### src/rtl/seq_divider_16by8.sv
// Sequential restoring divider, 16-bit dividend / 8-bit divisor, one quotient bit per clock.
// Optional macro SEQ_DIV_EARLY_TERM_EN: finish in one cycle when dividend < divisor.
module seq_divider_16by8 #(
  parameter int unsigned DIVIDEND_W = 16,
  parameter int unsigned DIVISOR_W  = 8
) (
  input  logic                  clk,
  input  logic                  reset_a,
  input  logic                  start,
  input  logic [DIVIDEND_W-1:0] dividend,
  input  logic [DIVISOR_W-1:0]  divisor,
  output logic [DIVIDEND_W-1:0] quotient,
  output logic [DIVISOR_W-1:0]  remainder,
  output logic                  busy,
  output logic                  done,
  output logic                  div_by_zero
);

  localparam int unsigned CNT_W = $clog2(DIVIDEND_W + 1);

  typedef enum logic [1:0] {
    S_IDLE   = 2'd0,
    S_CALC   = 2'd1,
    S_FINISH = 2'd2
  } state_t;

  state_t                r_state;
  state_t                w_state_nxt;
  logic [DIVIDEND_W-1:0] r_q;
  logic [DIVISOR_W-1:0]  r_d;
  logic [DIVISOR_W-1:0]  r_r;
  logic [CNT_W-1:0]      r_cnt;
  logic [DIVIDEND_W-1:0] r_quotient;
  logic [DIVISOR_W-1:0]  r_remainder;
  logic                  r_busy;
  logic                  r_done;
  logic                  r_dbz;

  logic [DIVISOR_W:0]    w_rs;
  logic [DIVISOR_W:0]    w_diff;
  logic                  w_borrow;
  logic [DIVISOR_W-1:0]  w_r_nxt;
  logic [DIVIDEND_W-1:0] w_q_nxt;
  logic                  w_last;
  logic                  w_accept;
  logic                  w_zero;
  logic                  w_early;

  // Shift-subtract step: the partial remainder stays below the divisor, so 9 bits suffice.
  assign w_rs     = {r_r, r_q[DIVIDEND_W-1]};
  assign w_diff   = w_rs - {1'b0, r_d};
  assign w_borrow = w_diff[DIVISOR_W];
  assign w_r_nxt  = w_borrow ? w_rs[DIVISOR_W-1:0] : w_diff[DIVISOR_W-1:0];
  assign w_q_nxt  = {r_q[DIVIDEND_W-2:0], ~w_borrow};
  assign w_last   = (r_cnt == CNT_W'(DIVIDEND_W - 1));
  assign w_accept = (r_state == S_IDLE) && start;
  assign w_zero   = (divisor == '0);

`ifdef SEQ_DIV_EARLY_TERM_EN
  assign w_early = !w_zero && (dividend < DIVIDEND_W'(divisor));
`else
  assign w_early = 1'b0;
`endif

  // State register
  always_ff @(posedge clk or posedge reset_a) begin
    if (reset_a) begin
      r_state <= S_IDLE;
    end else begin
      r_state <= w_state_nxt;
    end
  end

  // Next-state logic
  always_comb begin
    w_state_nxt = r_state;
    case (r_state)
      S_IDLE: begin
        if (start) begin
          w_state_nxt = (w_zero || w_early) ? S_FINISH : S_CALC;
        end
      end
      S_CALC: begin
        if (w_last) begin
          w_state_nxt = S_FINISH;
        end
      end
      S_FINISH: w_state_nxt = S_IDLE;
      default:  w_state_nxt = S_IDLE;
    endcase
  end

  // Datapath and registered outputs; results load on entry to FINISH so they align with done
  always_ff @(posedge clk or posedge reset_a) begin
    if (reset_a) begin
      r_q         <= '0;
      r_d         <= '0;
      r_r         <= '0;
      r_cnt       <= '0;
      r_quotient  <= '0;
      r_remainder <= '0;
      r_busy      <= 1'b0;
      r_done      <= 1'b0;
      r_dbz       <= 1'b0;
    end else begin
      r_busy <= (w_state_nxt != S_IDLE);
      r_done <= (w_state_nxt == S_FINISH);
      if (w_accept) begin
        r_q   <= dividend;
        r_d   <= divisor;
        r_r   <= '0;
        r_cnt <= '0;
        r_dbz <= w_zero;
        if (w_zero) begin
          r_quotient  <= '1;
          r_remainder <= dividend[DIVISOR_W-1:0];
        end else if (w_early) begin
          r_quotient  <= '0;
          r_remainder <= dividend[DIVISOR_W-1:0];
        end
      end else if (r_state == S_CALC) begin
        r_q   <= w_q_nxt;
        r_r   <= w_r_nxt;
        r_cnt <= r_cnt + CNT_W'(1);
        if (w_last) begin
          r_quotient  <= w_q_nxt;
          r_remainder <= w_r_nxt;
        end
      end
    end
  end

  assign quotient    = r_quotient;
  assign remainder   = r_remainder;
  assign busy        = r_busy;
  assign done        = r_done;
  assign div_by_zero = r_dbz;

endmodule

### config.mk
export PLATFORM = sky130hd
export DESIGN_NAME = seq_divider_16by8
export DESIGN_NICKNAME = d
export VERILOG_FILES = /design/src/rtl/seq_divider_16by8.sv
export SDC_FILE = /design/constraint.sdc
export NUM_CORES = 1
export LEC_CHECK = 0
export CAP_MARGIN = 20
export CORE_MARGIN = 1.5
export CORE_UTILIZATION = 30
export CTS_BUF_LIST = sky130_fd_sc_hd__clkbuf_4 sky130_fd_sc_hd__clkbuf_8
export CTS_CLUSTER_DIAMETER = 80
export CTS_CLUSTER_SIZE = 8
export DETAILED_ROUTE_END_ITERATION = 10
export PLACE_DENSITY = 0.51
export SYNTH_ARGS = -nofsm -noshare
export SYNTH_HDL_FRONTEND = slang
export SYNTH_SLANG_ARGS = --single-unit
### constraint.sdc
create_clock -name clk -period 2.2 [get_ports clk]
set_input_delay 0.44 -clock clk [delete_from_list [all_inputs] [get_ports clk]]
set_output_delay 0.44 -clock clk [all_outputs]
set_load 0.005 [all_outputs]
**After elaboration in Yosys (flattened, before gate mapping)**

Cells that the tools add are included.

- Reduce and logical (&&, ||, !) cells: 7
- Equal/unequal tests: 4
- Mux-type cells: 19
- Bitwise operators: 1
- $add $sub $neg: 2

Operator list:

| operator | number |
|---|---|
| two-way mux 16 bit | 6 |
| two-way mux 8 bit | 7 |
| two-way mux 5 bit | 2 |
| subtractor 9 x 8 -> 9 bit | 1 |
| logical NOT 8 bit | 1 |
| two-way mux 2 bit | 3 |
| nonzero test 2 bit | 3 |
| adder 5 x 1 -> 5 bit, second input constant | 1 |
| equality test 5 x 4 -> 1 bit, second input constant | 1 |
| one-hot mux 2 bit (2 select lines) | 1 |
| AND reduction 3 bit | 1 |
| equality test 2 x 1 -> 1 bit, second input constant | 1 |
| equality test 2 bit, second input constant | 1 |
| logical NOT 2 bit | 1 |
| inequality test 2 x 1 -> 1 bit, second input constant | 1 |
| logical AND 1 bit | 1 |
| NOT 1 bit | 1 |

- Logic and storage cells: 43
- Flip-flop bits (word level): 66
- Input port bits: 27
- Output and inout port bits: 27

**Longest topological paths before layout**

- Depth in word-level cells: 5
- Mapped depth: 10
- Mapped depth without buffers: 9

**Worst setup path after synthesis**

Ideal clock, no wire load.

- Path kind: reg2reg
- From: register r_q[15]
- To: register r_remainder[0] (netlist: remainder[0])
- Library setup time: 0.080 ns
- Buffers on the path: 1
- Slack: -0.082 ns
- Data required time: 2.120 ns
- Arrival: 2.202 ns
- Cell stages (with the launch flop): 11
- Cell sequence: dfrtp_1 > inv_1 > ha_1 > inv_1 > fa_1 > a211oi_2 > o211a_1 > o211a_1 > buf_6 > mux2_4 > o22ai_2

- Longest elaborated chain between the ends: 5

Ends and longest elaborated chain:

| item | line | text |
|---|---|---|
| start, declared | 29 | `logic [DIVIDEND_W-1:0] r_q;` |
| start signal, assigned | 109 | `r_q <= dividend;` |
| start signal, assigned | 122 | `r_q <= w_q_nxt;` |
| subtractor 9 x 8 -> 9 bit | 51 | `assign w_diff = w_rs - {1'b0, r_d};` |
| two-way mux 8 bit * | 53 | `assign w_r_nxt = w_borrow ? w_rs[DIVISOR_W-1:0] : w_diff[DIVISOR_W-1:0];` |
| two-way mux 8 bit * | 125 | `if (w_last) begin` |
| two-way mux 8 bit * | 121 | `end else if (r_state == S_CALC) begin` |
| two-way mux 8 bit * | 108 | `if (w_accept) begin` |
| end signal, assigned | 116 | `r_remainder <= dividend[DIVISOR_W-1:0];` |
| end signal, assigned | 119 | `r_remainder <= dividend[DIVISOR_W-1:0];` |
| end signal, assigned | 127 | `r_remainder <= w_r_nxt;` |
| end, declared | 34 | `logic [DIVISOR_W-1:0] r_remainder;` |

Mark *: on every way between the ends. The rest lies on a longest branch, timed or not. The select of a mux whose other input is x is not followed.
A chain may end at the register's enable or synchronous reset.

**Worst setup path in the final report**

- From: register r_q[15]
- To: register r_remainder[1] (netlist: remainder[1])

- Longest elaborated chain between the ends: 5

Ends and longest elaborated chain:

| item | line |
|---|---|
| subtractor 9 x 8 -> 9 bit | 51 |
| two-way mux 8 bit | 53 |
| two-way mux 8 bit | 125 |
| two-way mux 8 bit | 121 |
| two-way mux 8 bit | 108 |

Every way passes these cells. The select of a mux whose other input is x is not followed.

==> results.md <==
* Number of synthesized flops with an enable pin at 0
* Most area-consuming cells after synthesis: dfrtp_1 (51%), o21ai_0 (5.6%), nand2_1 (5.1%)
* Average footprint of a synthesized cell at 10.1 µm²
* Critical path arrival at 2.53 ns
* Num rows at 37
* Chip width at 107 µm
* Total detailed-routing wirelength at 8690 µm
* Count of unique library cells instantiated by Yosys at 52
* Setup repair after global routing missed its margin: yes
* Violated checks: setup timing
* Kind of path behind the tightest hold check: input port to asynchronous set/reset pin
* Clock Power Share at 16.9%
* Worst-case clock skew at 0.00768 ns
* Element type at the critical path start: register
* Post-Place Cells at 527
* Number of cells on the worst reg-to-reg path at 10
* Total DRC errors in the routed layout at 0
* Area Growth Syn to Fin at 38.1%
* Required time of the worst setup path at 2.43 ns
* Number of nets in the finished design at 442
* Die Span Y at 107 µm
* Share of async-settable or async-resettable flops after synthesis at 100%
* Die area at 0.0114 mm²
* Post-synthesis register bit count at 66
* Net switching fraction of the power at 38.2%
* Area of the core at 0.0104 mm²
* Root buf cell: clkbuf_8
* Non-filler cells in the finished layout at 545
* Pins Over Slew Limit at 0
* Headroom to the max-slew limit at 62.6%
* Mean number of vias per cell at 4.95
* Routed met3 length at 335 µm
* Antenna violations before repair at 0
* Main flop type after synthesis: dfrtp_1
* Capturing point of the worst reg2reg path: remainder[1]
* Total via count after detailed routing at 2698
* First drt pass iteration count at 4
* Total CTS buffers at 9
* CTS tree: yes
* Largest net degree at the start of global routing at 67
* # port buffers at 53
* Most common library cells after synthesis: dfrtp_1 (66), nand2_1 (44), o21ai_0 (36)
* Reg-to-Reg Start: r_q[15]
* Remaining antenna violation count at 0
* Clock Path Buffers at 2
* Clock sink count at 66
* Effective utilization at floorplan at 31.2%
* Vias in the first global route at 2718
* Pin slew with the least headroom to its limit at 0.560 ns
* Placer Congestion at 0.832
* Part of the cycle the worst path needs at 104%
* Share of power burned in registers at 29.1%
* Global-route wire length before repair at 14000 µm
* Total nets after synthesis at 359
* Routed wire per std cell at 15.9 µm
* Biggest area consumer among synthesized cells: dfrtp_1
* Final critical path time including I/O delays and setup at 2.30 ns
* Proportion of layout cells with a drive suffix above 1 at 18.1%
* Minimum setup slack among reg-to-reg paths at -0.1 ns
* Final-report hold violation count at 0
* Synthesis warning total at 0
* Netlist area before placement at 0.00323 mm²
* Fmax at 0.435 GHz
* Lkg Pwr at 1.89 nW
* Outcome: finished, violations left
* Number of violations of the max-capacitance limit at 0
* Area taken by flip-flops and latches at 0.00165 mm²
* Switching power at 0.00272 W
* Setup CP Type: register to register
* Area used by multi-input combinational logic at 0.00150 mm²
* Non-Filler Cell Area, Final at 0.00447 mm²
* Number of filler instances in the final layout at 1062
* Total of hold buffers inserted after clock tree synthesis at 0
* Wire length the detailed router placed on met1 at 4320 µm
* Max IR drop VDD at 0.567 mV
* Utilization after layout at 43.1%
* Uppermost routed layer: met4
* Area of placed instances at 0.00416 mm²
* Post-route worst setup slack at -0.0971 ns
* Total half-perimeter wirelength after legalization and detailed placement at 6160 µm
* Routed wire length on met2 at 3910 µm
* GRT Overall Usage at 15.9%
* Post-layout total power at 0.00713 W
* Logic pwr share at 54.0%
* Post-placement setup slack at -0.272 ns
* Kind of end point of the critical path: register
* Most repeated cell in the gate-level netlist after synthesis: dfrtp_1
* Total of endpoints with negative setup slack in the final report at 16
* Clk Latency, worst-skew pair at 0.34 ns
* Share of the synthesized area in the top cell type at 51.1%
* Number of DRC violations after detailed-routing iteration 0 at 146
* Part of the Yosys area used for sequential elements at 51.1%
* Residual overflow from global routing at 0
* Cell Pwr Density at 1600 mW/mm²
* I/O pins at 54
* Design internal power at 0.00440 W
* Critical Path Fanout Max at 7
* Clock slew at the register clock pins of the worst setup and hold paths at 0.08 ns
* Gate count of the mapped netlist at 321
* Depth of the CTS H-tree at 3
* Antenna Diode Count at 0
-- layer usage --
layer	global-route usage, %	vias up
li1	-	1321
met1	22.2	1308
met2	24.3	56
met3	3.40	13
met4	6.00	0
met5	0	-
-- how the worst max path moves through the flow --
stage                        from           end  slack, ns  depth (start not counted)
after CTS                 r_q[15]  remainder[0]      -0.11                          9
after floorplan           r_q[15]  remainder[0]      -0.04                         10
after global routing      r_q[15]        r_r[1]      -0.20                         10
final                     r_q[15]  remainder[1]       -0.1                         10
after detailed placement  r_q[15]  remainder[0]      -0.27                          9
after global placement    r_q[15]  remainder[0]      -0.19                          9
-- area by class of cell --
| cell class | instances | share of cell area [%] |
|---|---|---|
| Multi-Input combinational cell | 221 | 33.7 |
| Tap cell | 136 | 3.81 |
| Clock inverter | 5 | 1.90 |
| Timing Repair Buffer | 90 | 18.9 |
| Clock buffer | 11 | 3.39 |
| Inverter | 16 | 1.34 |
| Sequential cell | 66 | 37.0 |
-- cell families after synthesis --
kind of cell,synth area share (%)
xor gates and xnor gates,1.08
adders and majority gates,4.49
AOI/OAI and AO/OA,23.1
and+or+nand+nor,11.0
buffers and inverters,4.41
muxes,4.80
DFF,51.1
-- placed cells by master, fill, tap and decap left out, drive strengths merged, types with 2 or more instances in the layout --
cell type      Yosys  routed
o211a              2       2
ha                10      10
mux2i             14      14
clkdlybuf4s50      0      53
nor4               2       2
a22oi              8       8
o22a              15      15
a21oi             14      14
o211ai             4       4
a21o               2       2
buf                9      37
nand2             45      45
nor2              12      12
inv               16      17
a32oi              2       2
nor3               2       2
a211oi             3       3
o22ai              8       8
dfrtp             66      66
bufinv             0       2
nand3              4       4
and3               2       2
nor2b              2       2
clkbuf             9      11
o21ai             45      45
and2               2       2
o31ai              2       2
xor2               4       4
-- metrics by stage --
stage / hold slack (ns) / TNS [ns]
CTS: 0.494 / -0.718
global placement: 0.466 / -1.82
detailed placement: 0.476 / -3.30
finish: 0.490 / -0.902
global route: 0.508 / -2.70
floorplan: 0.449 / -0.0411
-- power by group through the flow --
stage / Clock (W) / Sequential, W / Combinational [W]
global placement: 0 / 0.00208 / 0.00344
CTS: 0.00123 / 0.00207 / 0.00368
detailed placement: 0 / 0.00209 / 0.00349
floorplan: 0 / 0.00202 / 0.00221
global route: 0.00129 / 0.00213 / 0.00423
finish: 0.00121 / 0.00207 / 0.00385
-- critical path, cell delays in order, from the launching register on --
cell      delay [ns]
dfrtp_1         0.40
inv_2           0.08
ha_4            0.13
inv_2           0.03
fa_2            0.36
a211oi_4        0.30
o211ai_1        0.17
buf_4           0.18
o211ai_4        0.14
mux2i_2         0.30
o22ai_1         0.10
-- sequential cells by signal, summed over array words and instances (netlist names) --
signal,cells
r_r,8
busy,1
r_state,2
r_d,8
remainder,8
div_by_zero,1
quotient,16
r_cnt,5
done,1
r_q,16
-- what timing repair did --
item / 4_1_cts / 5_1_grt
endpoints found under the setup margin: 18 / 18
pin swaps: 8 / 5
hold endpoints to repair: 0 / 0
gates resized for setup: 9 / 3
setup buffers: 0 / 2
(Power assumes the default switching activity.)
==> patch: new RTL, same flow settings <==
The 3 states of `state_t` get a one-hot encoding in 3 bits.
--- a/src/rtl/seq_divider_16by8.sv
+++ b/src/rtl/seq_divider_16by8.sv
@@ -20,6 +20,6 @@
 
-  typedef enum logic [1:0] {
-    S_IDLE   = 2'd0,
-    S_CALC   = 2'd1,
-    S_FINISH = 2'd2
+  typedef enum logic [2:0] {
+    S_IDLE   = 3'b001,
+    S_CALC   = 3'b010,
+    S_FINISH = 3'b100
   } state_t;
Behaviour: no difference found for any inputs over 10 cycles, from zero or initial values and one cycle with reset_a high; not proved beyond that.
==> patch against the unedited design <==
  * The flow still finishes with violations (negative setup slack)
  * Setup slack improved by 41 ps
  * Power fell by 9.6%
  * Wire length shrank 0.59%
  * Clock skew rose by 2.7 ps
  * Non-clock buffer count rose by 8
  * Final area up 2.2%
  * Synthesized cell count up 1.9%
  * Die area fell by 0.34%
  * Global-route usage is 0.39 points higher
  * Sequential cell count up 1
  * Area after synthesis down 0.35%
  * Count of clock-buffer cells in the layout is 3 higher
  * Critical path type unchanged
  * Critical endpoint is now r_r[0]
  * Largest cell class unchanged
  * Largest power group unchanged
  * Highest routed layer unchanged
==> patch: results (changes against the unedited design) <==
status finished with violations; failing checks negative setup slack; Place WS -159 ps (+112 ps); LEAKAGE 0.00206 uW (+8.9%); power per cell area 1410 nW/um^2 (-11%); clock skew 10.4 ps (+2.73 ps); met3 Use GR 0.0371 (+0.00304); Tot GR Track Use 0.163 (+0.00390); Rel. slew slack 0.694 (+0.0679); routed length on met3 300 um (-10%); via total after detailed routing 2761 (+2.3%); FF-to-FF path depth 11 (+1); slowest CP cell dfrtp_1; met2 usage 0.245 (+0.00275); # nets final 458 (+3.6%); M1 wire length 4370 um (+1.2%); combinational power share 0.535 (-0.005); met1 Use GR 0.237 (+0.0148); synth cell count leaders 66 x dfrtp_1, 55 x nand2_1, 27 x nor2_1, 18 x o21ai_0, 17 x inv_1; setup violators final 8 (-8); first-pass GRT wire length 14500 um (+3.8%); final hold slack 492 ps (+1.48 ps); Final WS setup -56.1 ps (+41.0 ps); internal power 3990 uW (-9.3%); layout cell share with drive strength beyond 1 0.214 (+0.0332); crit path DAT 2520 ps (about the same); HPWL Detailed 6030 um (-2.1%); pin count of the biggest net entering global routing 68 (+1.5%); Critical Path Max Stage Delay 370 ps (-30 ps); final wirelength 8640 um (-0.59%); Starting DRT DRC Count 123 (-16%); FILL cells 1042 (-1.9%); worst vdd ir 0.625 mV (+10%); crit-path max FO 5 (-2); met2 routed wirelength 3890 um (-0.46%); Post-Syn Nets 365 (+1.7%)
## patch: cell count changes in the layout (fill, tap and decap cells not counted), sizes merged, moves of 3 or more
cell,change
nand2,+10
mux2i,-7
xnor2,+3
clkbuf,+3
buf,+8
a31oi,+15
nor2,+15
o211ai,-3
nand3,-3
o22ai,-5
o21ai,-15
## patch: worst max-delay path by stage
| stage | startpoint | end | slack (ps) | cells after the start |
|---|---|---|---|---|
| final | r_q[15] | r_r[0] | -60 | 11 |
| after global routing | r_d[6] | r_r[7] | -130 | 9 |
| after CTS | r_q[15] | remainder[0] | -60 | 11 |
| after detailed placement | divisor[5] | remainder[2] | -160 | 8 |
| after global placement | divisor[5] | remainder[2] | -150 | 8 |
| after floorplan | r_q[15] | remainder[0] | -140 | 10 |
## patch: logic make-up after synthesis
kind of cell	synth area share
AND/OR/NAND/NOR	0.142
AO/OA/AOI/OAI	0.204
flip-flops	0.521
buffers and inverters	0.0400
adder cells (fa/ha/maj)	0.0450
multiplexers	0.0264
XOR/XNOR	0.0221
## patch: through the flow
step | instance area, um^2 | utilization | cells
4_1_cts | 4510 | 0.435 | 560
3_3_place_gp | 4260 | 0.411 | 545
2_1_floorplan | 3240 | - | 327
6_report | 4570 | 0.440 | 561
5_1_grt | 4570 | 0.440 | 561
3_5_place_dp | 4260 | 0.411 | 545
## patch: area by class of cell
type,count,share of cell area
flip-flops and latches,67,0.367
multi-input cells,226,0.337
repair buffers,98,0.197
clock buffers,14,0.0381
well taps,136,0.0373
inverters,18,0.0148
clock inverters,2,0.00767
## patch: what timing repair did
item                       in CTS  in global routing
resized for setup              10                  9
setup endpoints to repair      16                 32
setup buffers                   1                  1
hold buffers                    0                  0
pin swaps                       2                  1
